**src/rtl/odu_pkg.sv**
```systemverilog
// Shared definitions for the ODU payload path: payload word layout, channel types,
// FSM encoding and the ODU rate ratios also used by odu_count_reg.
package odu_pkg;

    localparam int TYPE_BIT = 31;
    localparam int FCNT_MSB = 30;
    localparam int FCNT_LSB = 24;
    localparam int WIDX_MSB = 23;
    localparam int WIDX_LSB = 16;
    localparam int SEQ_MSB  = 15;
    localparam int SEQ_LSB  = 0;

    localparam int FCNT_W = FCNT_MSB - FCNT_LSB + 1;
    localparam int WIDX_W = WIDX_MSB - WIDX_LSB + 1;
    localparam int SEQ_W  = SEQ_MSB - SEQ_LSB + 1;

    localparam logic CHID_TYPE0 = 1'b0;
    localparam logic CHID_TYPE2 = 1'b1;

    localparam int RATE_T0_NUM = 9;
    localparam int RATE_T0_DEN = 74984;
    localparam int RATE_T2_NUM = 7;
    localparam int RATE_T2_DEN = 9373;

    typedef enum logic {
        IDLE   = 1'b0,
        ACTIVE = 1'b1
    } odu_state_t;

    typedef struct packed {
        logic        sof;
        logic        eof;
        logic [31:0] data;
    } odu_entry_t;

    function automatic logic [31:0] odu_pack_word(
        input logic              typeBit,
        input logic [FCNT_W-1:0] frameCnt,
        input logic [WIDX_W-1:0] wordIdx,
        input logic [SEQ_W-1:0]  seqCnt
    );
        logic [31:0] word;
        word                    = '0;
        word[TYPE_BIT]          = typeBit;
        word[FCNT_MSB:FCNT_LSB] = frameCnt;
        word[WIDX_MSB:WIDX_LSB] = wordIdx;
        word[SEQ_MSB:SEQ_LSB]   = seqCnt;
        return word;
    endfunction

    // Rate ratio of a channel type, shared with the upstream rate counter.
    function automatic int odu_rate_num(input logic chidType);
        return (chidType == CHID_TYPE0) ? RATE_T0_NUM : RATE_T2_NUM;
    endfunction

    function automatic int odu_rate_den(input logic chidType);
        return (chidType == CHID_TYPE2) ? RATE_T2_DEN : RATE_T0_DEN;
    endfunction

endpackage

```
**src/rtl/odu_sync_fifo.sv**
```systemverilog
// Small synchronous FIFO of payload entries; head is read straight from the
// storage registers and forced to zero while empty.
module odu_sync_fifo
    import odu_pkg::*;
#(
    parameter  int DEPTH = 8,
    localparam int LVL_W = $clog2(DEPTH) + 1
) (
    input  logic             clk,
    input  logic             rst_n,
    input  logic             i_push,
    input  logic             i_pop,
    input  odu_entry_t       i_entry,
    output logic             o_full,
    output logic             o_empty,
    output logic [LVL_W-1:0] o_level,
    output odu_entry_t       o_head
);

    localparam int AW = $clog2(DEPTH);

    odu_entry_t       r_mem [DEPTH];
    logic [AW-1:0]    r_wrPtr;
    logic [AW-1:0]    r_rdPtr;
    logic [LVL_W-1:0] r_level;

    logic w_pop;
    logic w_push;

    assign o_full  = (r_level == LVL_W'(DEPTH));
    assign o_empty = (r_level == '0);
    assign o_level = r_level;
    assign o_head  = o_empty ? '0 : r_mem[r_rdPtr];

    // A push into a full FIFO is only legal when the head leaves on the same edge.
    assign w_pop  = i_pop && !o_empty;
    assign w_push = i_push && (!o_full || w_pop);

    always_ff @(posedge clk) begin
        if (w_push) begin
            r_mem[r_wrPtr] <= i_entry;
        end
    end

    always_ff @(posedge clk or negedge rst_n) begin
        if (!rst_n) begin
            r_wrPtr <= '0;
            r_rdPtr <= '0;
            r_level <= '0;
        end else begin
            if (w_push) begin
                r_wrPtr <= r_wrPtr + 1'b1;
            end
            if (w_pop) begin
                r_rdPtr <= r_rdPtr + 1'b1;
            end
            case ({w_push, w_pop})
                2'b10:   r_level <= r_level + 1'b1;
                2'b01:   r_level <= r_level - 1'b1;
                default: r_level <= r_level;
            endcase
        end
    end

endmodule

```
**src/rtl/odu_payload_gen.sv**
```systemverilog
// Builds one tagged 32-bit ODU payload word per rate strobe and streams the
// buffered words to the framer over valid/ready, flagging dropped words.
module odu_payload_gen
    import odu_pkg::*;
#(
    parameter  int FIFO_DEPTH  = 8,
    parameter  int FRAME_WORDS = 16,
    localparam int LVL_W       = $clog2(FIFO_DEPTH) + 1
) (
    input  logic             clk,
    input  logic             rst_n,
    input  logic             enable_chid,
    input  logic             chid_type,
    input  logic             enable_gen_data,
    output logic [31:0]      data_out,
    output logic             data_valid,
    input  logic             data_ready,
    output logic             sof,
    output logic             eof,
    output logic             frame_abort,
    output logic             overflow,
    input  logic             clr_overflow,
    output logic [LVL_W-1:0] fifo_level
);

    odu_state_t        r_state;
    logic [WIDX_W-1:0] r_wordIdx;
    logic [FCNT_W-1:0] r_frameCnt;
    logic [SEQ_W-1:0]  r_seqCnt;
    logic              r_typeLat;
    logic              r_frameAbort;
    logic              r_overflow;

    logic       w_gen;
    logic       w_firstWord;
    logic       w_lastWord;
    logic       w_typeBit;
    logic       w_pop;
    logic       w_push;
    logic       w_full;
    logic       w_empty;
    odu_entry_t w_entry;
    odu_entry_t w_head;

    assign w_gen       = (r_state == ACTIVE) && enable_chid && enable_gen_data;
    assign w_firstWord = (r_wordIdx == '0);
    assign w_lastWord  = (r_wordIdx == WIDX_W'(FRAME_WORDS - 1));
    // Word 0 carries the live channel type; later words use the latched one.
    assign w_typeBit   = w_firstWord ? chid_type : r_typeLat;

    assign w_entry.sof  = w_firstWord;
    assign w_entry.eof  = w_lastWord;
    assign w_entry.data = odu_pack_word(w_typeBit, r_frameCnt, r_wordIdx, r_seqCnt);

    assign w_pop  = !w_empty && data_ready;
    assign w_push = w_gen && (!w_full || w_pop);

    always_ff @(posedge clk or negedge rst_n) begin
        if (!rst_n) begin
            r_state      <= IDLE;
            r_wordIdx    <= '0;
            r_frameCnt   <= '0;
            r_seqCnt     <= '0;
            r_typeLat    <= 1'b0;
            r_frameAbort <= 1'b0;
        end else begin
            r_frameAbort <= 1'b0;
            case (r_state)
                IDLE: begin
                    if (enable_chid) begin
                        r_state <= ACTIVE;
                    end
                end
                ACTIVE: begin
                    if (!enable_chid) begin
                        r_state <= IDLE;
                        // A partially sent frame is closed out so the next one starts clean.
                        if (!w_firstWord) begin
                            r_frameAbort <= 1'b1;
                            r_wordIdx    <= '0;
                            r_frameCnt   <= r_frameCnt + 1'b1;
                        end
                    end else if (enable_gen_data) begin
                        r_seqCnt <= r_seqCnt + 1'b1;
                        if (w_firstWord) begin
                            r_typeLat <= chid_type;
                        end
                        if (w_lastWord) begin
                            r_wordIdx  <= '0;
                            r_frameCnt <= r_frameCnt + 1'b1;
                        end else begin
                            r_wordIdx <= r_wordIdx + 1'b1;
                        end
                    end
                end
                default: r_state <= IDLE;
            endcase
        end
    end

    // Sticky drop flag; a new drop beats a clear on the same edge.
    always_ff @(posedge clk or negedge rst_n) begin
        if (!rst_n) begin
            r_overflow <= 1'b0;
        end else if (w_gen && !w_push) begin
            r_overflow <= 1'b1;
        end else if (clr_overflow) begin
            r_overflow <= 1'b0;
        end
    end

    odu_sync_fifo #(
        .DEPTH (FIFO_DEPTH)
    ) u_fifo (
        .clk     (clk),
        .rst_n   (rst_n),
        .i_push  (w_push),
        .i_pop   (w_pop),
        .i_entry (w_entry),
        .o_full  (w_full),
        .o_empty (w_empty),
        .o_level (fifo_level),
        .o_head  (w_head)
    );

    assign data_valid  = !w_empty;
    assign data_out    = w_head.data;
    assign sof         = w_head.sof;
    assign eof         = w_head.eof;
    assign frame_abort = r_frameAbort;
    assign overflow    = r_overflow;

endmodule
```
**config.mk**
```make
export PLATFORM = sky130hd
export DESIGN_NAME = odu_payload_gen
export DESIGN_NICKNAME = d
export VERILOG_FILES = /design/src/rtl/odu_pkg.sv /design/src/rtl/odu_sync_fifo.sv /design/src/rtl/odu_payload_gen.sv
export SDC_FILE = /design/constraint.sdc
export NUM_CORES = 1
export LEC_CHECK = 0
export ABC_AREA = 1
export CAP_MARGIN = 20
export CORE_MARGIN = 1.5
export CORE_UTILIZATION = 45
export DETAILED_ROUTE_END_ITERATION = 8
export PLACE_DENSITY_LB_ADDON = 0.08
export SKIP_LAST_GASP = 1
export SLEW_MARGIN = 40
export SYNTH_ARGS = -nofsm -noshare
export SYNTH_HDL_FRONTEND = slang
export SYNTH_SLANG_ARGS = --single-unit
```
**constraint.sdc**
```tcl
create_clock -name clk -period 3.7 [get_ports clk]
set_input_delay 0.37 -clock clk [delete_from_list [all_inputs] [get_ports clk]]
set_output_delay 0.37 -clock clk [all_outputs]
set_load 0.005 [all_outputs]
```
* Word level (Yosys, flattened, before mapping)
Memories as Yosys holds them, arrays and structs flattened. Cells that the tools add are included.
Operators by class: add/subtract/negate cells 7, equal/unequal tests 7, multiplexer cells 19, reductions and logical operators 19
Operators with widths (count):
- $mux W34 | 1
- $mux W8 | 4
- $mux W7 | 4
- $add A16 B1 Y16 const B | 1
- $mux W1 | 9
- $add A8 B1 Y8 const B | 1
- $eq A8 B4 Y1 const B | 1
- $logic_not A8 Y1 | 1
- $pmux W4 S2 | 1
- $add A7 B1 Y7 const B | 1
- $logic_and A1 B1 Y1 | 7
- $add A3 B1 Y3 const B | 2
- $reduce_and A3 Y1 | 2
- $add A4 B1 Y4 const B | 1
- $eq A4 B4 Y1 const B | 1
- $logic_not A4 Y1 | 1
- $ne A2 B1 Y1 const B | 2
- $reduce_and A4 Y1 | 1
- $reduce_bool A2 Y1 | 2
- $sub A4 B1 Y4 const B | 1
- $logic_not A1 Y1 | 3
- $eq A2 B1 Y1 const B | 1
- $eq A2 B2 Y1 const B | 1
- $logic_or A1 B1 Y1 | 2
- $ne A2 B2 Y1 const B | 1
Word-level totals: word-level logic and storage cells 63, flip-flop bits (word level) 45, memories kept 1, bits of input ports 7, bits in writable memories 272
Memory list:
- u_fifo.r_mem | words 8, bits a word 34, rd ports 1, clocked after memory_dff 0, wr ports 1, RTL line odu_sync_fifo.sv:22 | odu_entry_t r_mem [DEPTH];

* Depth between registers and ports, before layout
Gate-level depths: netlist of the first run.
depth after elaboration 8, depth in mapped cells 13, gate-level depth less buffers 13

* By module
From an unflattened synthesis of the first run, not the netlist that was laid out.
Unflattened totals: cell total of the unflattened synthesis 1154, area, all modules 13275.2 µm²
Modules (own cells, without submodules):
- odu_sync_fifo | cells each 890, instances 1, area an instance 11283.3 µm², sequential area each 8418.1 µm²
- odu_payload_gen | cells each 264, instances 1, area an instance 1991.9 µm², sequential area each 875.8 µm²

* Worst setup path before layout of the first run
OpenSTA, ideal clock, no wires.
path kind input to register, start in enable_chid, end mem u_fifo.r_mem[0][0] in the netlist's numbering, enable pin, path buffers 1, data arrival time 2.529 ns, library setup time 0.425 ns, slack 0.746 ns, data required time 3.275 ns, stages on the path 6, path through buf_6 nand3_4 inv_4 nand2_2 or2_4 nor2_1
Between the ends: longest elaborated chain between the ends 6
Ends and longest elaborated chain:
- start, declared | RTL line odu_payload_gen.sv:12 | input logic enable_chid,
- $logic_and A1 B1 Y1 (2 in a row) | RTL line odu_payload_gen.sv:45 | assign w_gen = (r_state == ACTIVE) && enable_chid && enable_gen_data;
- $logic_and A1 B1 Y1 | RTL line odu_payload_gen.sv:56 | assign w_push = w_gen && (!w_full || w_pop);
- $logic_and A1 B1 Y1 | RTL line odu_sync_fifo.sv:37 | assign w_push = i_push && (!o_full || w_pop);
- $mux W1 | RTL line odu_sync_fifo.sv:40 | if (w_push) begin
- $mux W1 (not written as such) | RTL line odu_sync_fifo.sv:41 | r_mem[r_wrPtr] <= i_entry;
- end, declared | RTL line odu_sync_fifo.sv:22
Every way passes these cells.

* Final worst setup path of the first run
start reg u_fifo.r_rdPtr[0], end out data_out[4]
Between the ends: longest elaborated chain between the ends 2
Ends and longest elaborated chain:
- start, declared | RTL line odu_sync_fifo.sv:24 | logic [AW-1:0] r_rdPtr;
- start signal, assigned | RTL line odu_sync_fifo.sv:55 | r_rdPtr <= r_rdPtr + 1'b1;
- $mem_v2 Z8 W34
- $mux W34 | RTL line odu_sync_fifo.sv:33 | assign o_head = o_empty ? '0 : r_mem[r_rdPtr];
- end, declared | RTL line odu_payload_gen.sv:15 | output logic [31:0] data_out,
Every way passes these cells.

==> results of run 1 <==
-- sequential cells by signal, indices dropped and copies added, names as in the netlist --
signal	flops
u_fifo.r_mem	272
r_seqCnt	16
r_wordIdx	8
r_frameCnt	7
u_fifo.o_level	4
u_fifo.r_rdPtr	3
u_fifo.r_wrPtr	3
frame_abort	1
overflow	1
r_state	1
r_typeLat	1
-- logic make-up (layout without fill, tap and decap cells) --
family	after synthesis	after routing	synth area share, %
buffers and inverters	107	185	3.87
AND/OR/NAND/NOR	483	483	14.9
AO/OA/AOI/OAI	223	223	9.46
XOR/XNOR	17	17	1.12
flip-flops	317	317	69.8
adder cells (fa/ha/maj)	9	9	0.846
-- final cells by class --
type / count / area (sq um)
fill: 2461 / 13500
sequential: 317 / 9300
tap: 384 / 480
timing repair buffer: 74 / 796
inverter: 49 / 189
clock buffer: 55 / 1010
multi-input combinational: 732 / 3560
clock inverter: 7 / 108
-- through the flow --
stage          area, sq um  power, uW  std cells  hold slack, ns
2_1_floorplan        13300       6950       1156          0.0744
3_3_place_gp         14300       8650       1555           0.428
3_5_place_dp         14300       8670       1555           0.429
4_1_cts              15500      12100       1618           0.435
5_1_grt              15500      12700       1618           0.453
6_report             15500      11900       1618           0.434
-- cells in the mapped netlist (all sizes together) --
cell type,number,share of area [%]
clkbuf,22,0.68
ha,9,0.85
edfxtp,272,61
o22ai,35,1.6
xnor2,6,0.39
and2,1,0.047
dfrtp,45,8.5
or2,1,0.066
nor2,285,8.3
xor2,11,0.72
inv,49,1.4
o211ai,34,1.9
buf,36,1.8
nor3,2,0.075
nand3b,3,0.17
a21oi,1,0.038
o21ai,153,5.9
nand4,5,0.23
nand3,31,1.4
nand2,155,4.6
-- how the worst min path moves through the flow --
stage	startpoint	endpoint	slack (ns)	cells after the start
floorplan	rst_n	frame_abort$_DFF_PN0_	0.07	0
global placement	rst_n	u_fifo.o_level[1]$_DFFE_PN0P_	0.43	1
detailed placement	rst_n	u_fifo.o_level[3]$_DFFE_PN0P_	0.43	1
CTS	rst_n	u_fifo.o_level[2]$_DFFE_PN0P_	0.43	2
global route	clr_overflow	overflow$_DFFE_PN0P_	0.45	2
finish	rst_n	u_fifo.o_level[2]$_DFFE_PN0P_	0.43	2
-- routing by layer --
layer	GRT usage (%)	vias up	wire length, um
met5	0	-	0
met2	34.0	180	14500
li1	-	4140	-
met3	2.94	46	1270
met1	27.5	4179	13800
met4	5.59	0	576
-- cells in the final DEF, fill, tap and decap left out, types with 3 or more instances in the layout --
cell type	n
sky130_fd_sc_hd__nand4_1	5
sky130_fd_sc_hd__o21ai_1	3
sky130_fd_sc_hd__bufinv_16	3
sky130_fd_sc_hd__nand3_2	5
sky130_fd_sc_hd__ha_1	9
sky130_fd_sc_hd__nand3b_1	3
sky130_fd_sc_hd__xor2_1	11
sky130_fd_sc_hd__edfxtp_1	272
sky130_fd_sc_hd__o21ai_0	148
sky130_fd_sc_hd__buf_4	16
sky130_fd_sc_hd__o22ai_1	35
sky130_fd_sc_hd__nor2_4	12
sky130_fd_sc_hd__inv_1	47
sky130_fd_sc_hd__dfrtp_1	42
sky130_fd_sc_hd__clkdlybuf4s50_1	46
sky130_fd_sc_hd__clkbuf_1	16
sky130_fd_sc_hd__o211ai_1	34
sky130_fd_sc_hd__buf_12	10
sky130_fd_sc_hd__clkbuf_16	37
sky130_fd_sc_hd__nand2_1	150
sky130_fd_sc_hd__nand3_1	25
sky130_fd_sc_hd__nor2_1	272
sky130_fd_sc_hd__nand2_4	3
sky130_fd_sc_hd__xnor2_1	6
-- power by group --
part / internal, uW / switching [uW] / total (uW)
logic: 1650 / 2170 / 3820
clock network: 2090 / 1300 / 3390
registers: 4280 / 457 / 4730
total: 8010 / 3930 / 11900
-- worst max-delay path: cells and delay by family, from the launching register on --
kind,cells,cell delay [ns]
DFF,1,0.91
buffers and inverters,2,0.87
and+or+nand+nor,4,0.39
AOI/OAI and AO/OA,2,0.18
-- repair_timing --
action / in CTS / in global routing
buffers inserted: 0 / 0
resized for setup: 0 / 0
hold buffers: 1 / 0
endpoints found under the hold margin: 21 / 0
==> results summary, run 1 <==
The clock transition at the registers of the reported paths is 0.06 ns. The initial antenna violation count is 0. The final critical path takes up 87.7% of the cycle.

The relative slew slack came out at 48.0%. The run finished with clean final reports. The number of nets handed over by synthesis was 1172. The number of cells on the worst reg-to-reg path is 13. The worst hold path belongs to the class in -> async. The worst setup path is launched from a register. In this run the worst setup path terminates at data_out[4]. Clock tree synthesis inserted a total of 35 buffers. The die outline area came out at 30600 sq um. The die is 175 um wide. The dominant cell type by count on the critical path is sky130_fd_sc_hd__nor2_1. The clock net in this run drives a total of 317 sinks.

The data arrival time of the critical path is 2.88 ns. The area added between synthesis and finish is 16.1%. The post-DP HPWL came out at 16.5 mm. The hold violation total from the final report was 0. After detailed routing, the total wire length is 30.1 mm. The placer congestion estimate is 0.731.

0 antenna diodes ended up in the layout. The count of yosys warnings during synthesis came out at 0. The number of slew-limit violations in the final report came out at 0. The count of pins on the block boundary is 48. The most critical setup path has its startpoint at u_fifo.r_rdPtr[0]$_DFFE_PN0P_. Setup repair after global routing left no endpoint under its margin.

The pre-CTS setup slack came out at 0.958 ns. The number of port buffers is 47. The clock skew after layout is 0.0102 ns.

The number of core rows came out at 62. The share of the core filled with cells came out at 53.4%. The die height is 175 um. The worst setup slack after layout came out at 0.455 ns.

Summing the sequential cell areas from Yosys gives 69.8% of the chip area. The number of maximum-capacitance constraint violations came out at 0. The synthesized design contains 317 register bits. The total congestion overflow is 0.

The accumulated negative setup slack came out at 0 ns. The pin count of the biggest net entering global routing came out at 104. The initial utilization of the core area, before any placement, comes to 46.0%. The count of different cell masters after synthesis came out at 35. The worst setup path is captured at an output pin. The CTS tree is built. The routed layout has 8545 vias.

The cell count after synthesis came out at 1156. The number of nets still failing antenna checks after routing is 0. In the routed design, unresolved DRC markers number 0.

The cell sitting at the root of the clock tree is a sky130_fd_sc_hd__clkbuf_16. The per-cell routed wire length is 18.6 um. The global-route wire length before repair is 47.5 mm. At the end of the flow, the number of nets in the layout was 1225. The core area is 28900 sq um. The delay of the slowest cell on the worst path is 0.91 ns. The maximum buffer depth of the clock tree came out at 3. In this run the power density over the cells is 773 nW/um^2. The leakage power figure came out at 0.00567 uW. Setup violations remaining at the end of the flow were counted as 0.

The via count of the first global-routing pass is 8365. The slowest stage of the critical path is the sky130_fd_sc_hd__dfrtp_4 cell. The worst register-to-register path ends at u_fifo.o_level[2]$_DFFE_PN0P_. In this run the register-to-register setup slack is 1.36 ns.

In this run the worst path has a maximum fanout of 65. The transition time at the pin with the least slew margin came out at 0.777 ns. The fraction of layout cells with a size suffix above 1 came out at 8.35%. Subtracting the final worst setup slack from the clock period gives 3.25 ns. The worst-case IR drop observed on VDD is 0.000498 V.

The total number of H-tree levels came out at 2. The worst setup path is of the reg -> out kind. The global router's overall resource usage is 20.2%. The area of the mapped netlist is 13300 sq um. Walking the worst path, the cells encountered are buf_12 -> nor2_1 -> nor2_1 -> o21ai_0 -> o211ai_1 -> nand2_1 -> nor2_1 -> clkdlybuf4s50_1. The number of DRC markers after the initial detailed-route iteration is 638. The detailed-router iteration count before antenna repair came out at 5. The data required time at the worst endpoint is 3.33 ns. The worst register-to-register path begins at u_fifo.o_level[2]$_DFFE_PN0P_. Derived from the worst setup path, the maximum achievable clock frequency is 308 MHz. Dividing the synthesized area by the synthesized cell count gives 11.5 sq um. The number of vias per cell after detailed routing came out at 5.28. At the later pin of the worst-skew pair, clock insertion delay measures 0.50 ns.
Power figures use the tool's default switching activity.
==> run 2: changes to the inputs <==
--- a/config.mk
+++ b/config.mk
@@ -8,8 +8,9 @@
 export ABC_AREA = 1
 export CAP_MARGIN = 20
 export CORE_MARGIN = 1.5
-export CORE_UTILIZATION = 45
+export CORE_UTILIZATION = 61
 export DETAILED_ROUTE_END_ITERATION = 8
+export HOLD_SLACK_MARGIN = 0.1
 export PLACE_DENSITY_LB_ADDON = 0.08
 export SKIP_LAST_GASP = 1
 export SLEW_MARGIN = 40
==> run 2 against run 1 <==
Die area shrank 26%. Power decreased by 0.84%. Core utilization increased by 18 points. Combinational power about the same. Critical path type unchanged. Count of clock-buffer cells in the layout fell by 16. Routed wire length decreased by 4.7%. Non-clock buffer count down 3. Cell area is 1.5% lower. Clock skew grew 0.0013 ns. Highest routed layer unchanged. Via count is 1.5% higher. Setup slack worse by 0.17 ns.
==> results summary, run 2 (same netlist as run 1, synthesis figures left out) <==
The data required time at the worst endpoint came out at 3.33 ns (about the same). The data arrival time of the critical path came out at 3.05 ns (+0.17 ns). The via count of the first global-routing pass was 8348 (-0.20%). The number of vias per cell after detailed routing is 5.78 (+9.4%). The cell internal power dissipation came out at 7940 uW (-0.94%). The critical path goes through buf_4 -> o21ai_0 -> o211ai_1 -> nand2_1 -> nor2_1 -> clkdlybuf4s50_1.

The number of nets in the layout came out at 1218 (-0.57%). STA classifies the critical path endpoint as an output pin. The library cells used most frequently in the layout, excluding fill and tap cells, are sky130_fd_sc_hd__nor2_1 (272), sky130_fd_sc_hd__edfxtp_1 (272), sky130_fd_sc_hd__nand2_1 (150). Grouping stages by cell kind, the critical path spends the most delay in buffers and inverters. The sum of routed wire length over all layers came to 28.7 mm (-4.7%). The clock net sink count was 317 (unchanged). The accumulated negative setup slack is 0 ns (unchanged).

Among all stages on the critical path, the largest delay is contributed by sky130_fd_sc_hd__dfrtp_2. The number of buffers created by CTS came out at 31 (-11%). The cts-stage hold buffer count is 1 (unchanged). The pin count of the biggest net entering global routing is 71 (-32%). The number of DRC markers after the initial detailed-route iteration is 680 (+6.6%). The die outline area is 22700 sq um (-26%). The total of endpoints with negative setup slack in the final report is 0 (unchanged).

The worst hold path belongs to the class in -> async. The number of flip-flops in the largest register is 272 (unchanged). The fraction of layout cells with a size suffix above 1 is 8.65% (+0.30 points). The net switching component of the power is 3910 uW (-0.65%). The part of the cycle the worst path needs is 92.4% (+4.7 points). The initial antenna violation count is 0 (unchanged). The hold violation total from the final report is 0 (unchanged). The die span in x came out at 151 um (-14%). The die height was 151 um (-14%). The global-route wire length before repair came to 44.8 mm (-5.5%).

The post-DP HPWL came out at 16.4 mm (-0.82%). The number of core rows is 53 (-15%). The root buffer cell chosen for the clock tree is sky130_fd_sc_hd__clkbuf_16.

The number of port buffers is 47 (unchanged). The maximum buffer depth of the clock tree is 3 (unchanged). The clock skew after layout came out at 0.0114 ns (+0.00128 ns). The relative contribution of combinational cells to total power was 32.0% (about the same). The quantity of gates resized following cts came to 0 (unchanged). The combined buffer and inverter count along the critical path is 2 (unchanged). The insertion delay of the later-clocked pin in the worst-skew pair came to 0.55 ns (+0.05 ns). The post-layout minimum cycle time is 3.42 ns (+0.173 ns). TritonCTS built the clock tree.

Setup repair after global routing left no endpoint under its margin. The switching share of total power came out at 33.0% (+0.064 points). The flow ran to the end, and the final reports show no timing, DRC or antenna violations. The global router's overall resource usage came out at 26.1% (+5.9 points). The clock transition at the registers of the reported paths came out at 0.06 ns (about the same). The detailed-router iteration count before antenna repair came out at 5 (unchanged). The delay of the slowest cell on the worst path is 0.84 ns (-0.07 ns).

The total congestion overflow is 0 (unchanged). The number of slew-limit violations in the final report came out at 0 (unchanged). The cell area power density came out at 779 nW/um^2 (+0.69%).

The hold slack is 0.318 ns (-0.115 ns). The leakage power figure is 0.00563 uW (-0.65%). The core area is 21200 sq um (-27%).

The largest registers in the layout are u_fifo.r_mem: 272 flops, r_seqCnt: 16 flops, r_wordIdx: 8 flops. The maximum vdd drop came out at 0.000646 V (+30%). The highest clock frequency the design can meet is 293 MHz (-5.1%). The startpoint kind of the worst setup timing path is a register.

The biggest fanout along the worst timing path is 41 (-37%). u_fifo.r_mem holds more flip-flops than any other register. The sequential share of power came out at 39.7% (about the same).

The post-CTS setup repair buffer count is 0 (unchanged). The transition time at the pin with the least slew margin came out at 0.910 ns (+0.132 ns). The number of nets still failing antenna checks after routing is 0 (unchanged). The clock group share of total power came out at 28.4% (about the same). The total number of H-tree levels was 1 (-1).

The initial core utilization is 62.7% (+17 points). The class of the most critical setup path is reg -> out. The per-cell routed wire length came out at 19.1 um (+2.7%).

The number of maximum-capacitance constraint violations is 0 (unchanged). Relative to the synthesized area, the layout overhead comes to 14.3%. The detailed-route via count came out at 8674 (+1.5%). The placer congestion estimate is 0.806 (+10%). The count of pins on the block boundary came to 48 (unchanged).

The number of design rule violations left after detail routing came to 0 (unchanged). The relative slew slack is 39.1% (-8.9 points). The final antenna diode count is 0 (unchanged).
## run 2: changes by cell type in the layout (fill, tap and decap cells not counted)
cell	previous run	this run
sky130_fd_sc_hd__clkbuf_1	16	3
sky130_fd_sc_hd__buf_12	10	5
sky130_fd_sc_hd__clkbuf_16	37	32
sky130_fd_sc_hd__clkinv_2	2	6
sky130_fd_sc_hd__bufinv_16	3	6
sky130_fd_sc_hd__buf_4	16	18
sky130_fd_sc_hd__clkbuf_8	2	4
sky130_fd_sc_hd__clkinv_1	2	4
sky130_fd_sc_hd__clkinvlp_4	0	2
## run 2: worst register-to-register path: cells and delay by family (launching register included)
kind                     cells  cell delay [ns]
AND/OR/NAND/NOR              5             1.25
buffers and inverters        1             0.15
XOR/XNOR                     1             0.17
AO/OA/AOI/OAI                2             0.26
adder cells (fa/ha/maj)      2             0.46
flip-flops                   1             0.44
## run 2: final timing paths
check,slack (ns),cells past startpoint,startpoint,to
hold / removal,0.32,2,rst_n,u_fifo.o_level[0]$_DFFE_PN0P_
max in group asynchronous,2.61,3,rst_n,r_wordIdx[0]$_DFFE_PN0P_
setup / recovery,0.28,6,u_fifo.r_rdPtr[1]$_DFFE_PN0P_,data_out[31]
setup reg to reg,0.84,11,u_fifo.o_level[1]$_DFFE_PN0P_,u_fifo.o_level[2]$_DFFE_PN0P_
min in group clk,0.41,2,clr_overflow,overflow$_DFFE_PN0P_
hold reg to reg,0.55,2,u_fifo.r_wrPtr[0]$_DFFE_PN0P_,u_fifo.r_wrPtr[0]$_DFFE_PN0P_
## run 2: power by group through the flow
stage	clock network (uW)	registers [uW]	logic (uW)
6_report	3360	4700	3790
5_1_grt	3520	4740	4230
4_1_cts	3390	4700	3810
3_5_place_dp	0	4770	3770
3_3_place_gp	0	4760	3710
2_1_floorplan	0	4540	2410
## run 2: cell type report
cell class / instances / area [sq um]
Tap cell: 275 / 344
Multi-Input combinational cell: 732 / 3560
Timing Repair Buffer: 71 / 711
Clock inverter: 18 / 240
Sequential cell: 317 / 9300
Inverter: 49 / 189
Clock buffer: 39 / 867
Fill cell: 1432 / 6000
## run 2: per-layer routing
metal,track usage [%],up-vias,share of wire [%]
met3,2.88,58,6.0
met4,7.77,0,2.5
met5,0,-,0
met2,43.1,305,48
li1,-,4116,-
met1,37.0,4195,44
## run 2: per-stage QoR
stage                     power (uW)  instances  setup slack, ns  utilization, %  instance area (sq um)
final                          11800       1501            0.282            71.7                  15200
after global routing           12500       1501            0.110            71.7                  15200
after CTS                      11900       1501            0.267            71.7                  15200
after detailed placement        8540       1443            0.720            66.4                  14100
after global placement          8470       1443            0.798            66.4                  14100
after floorplan                 6950       1156            0.746               -                  13300
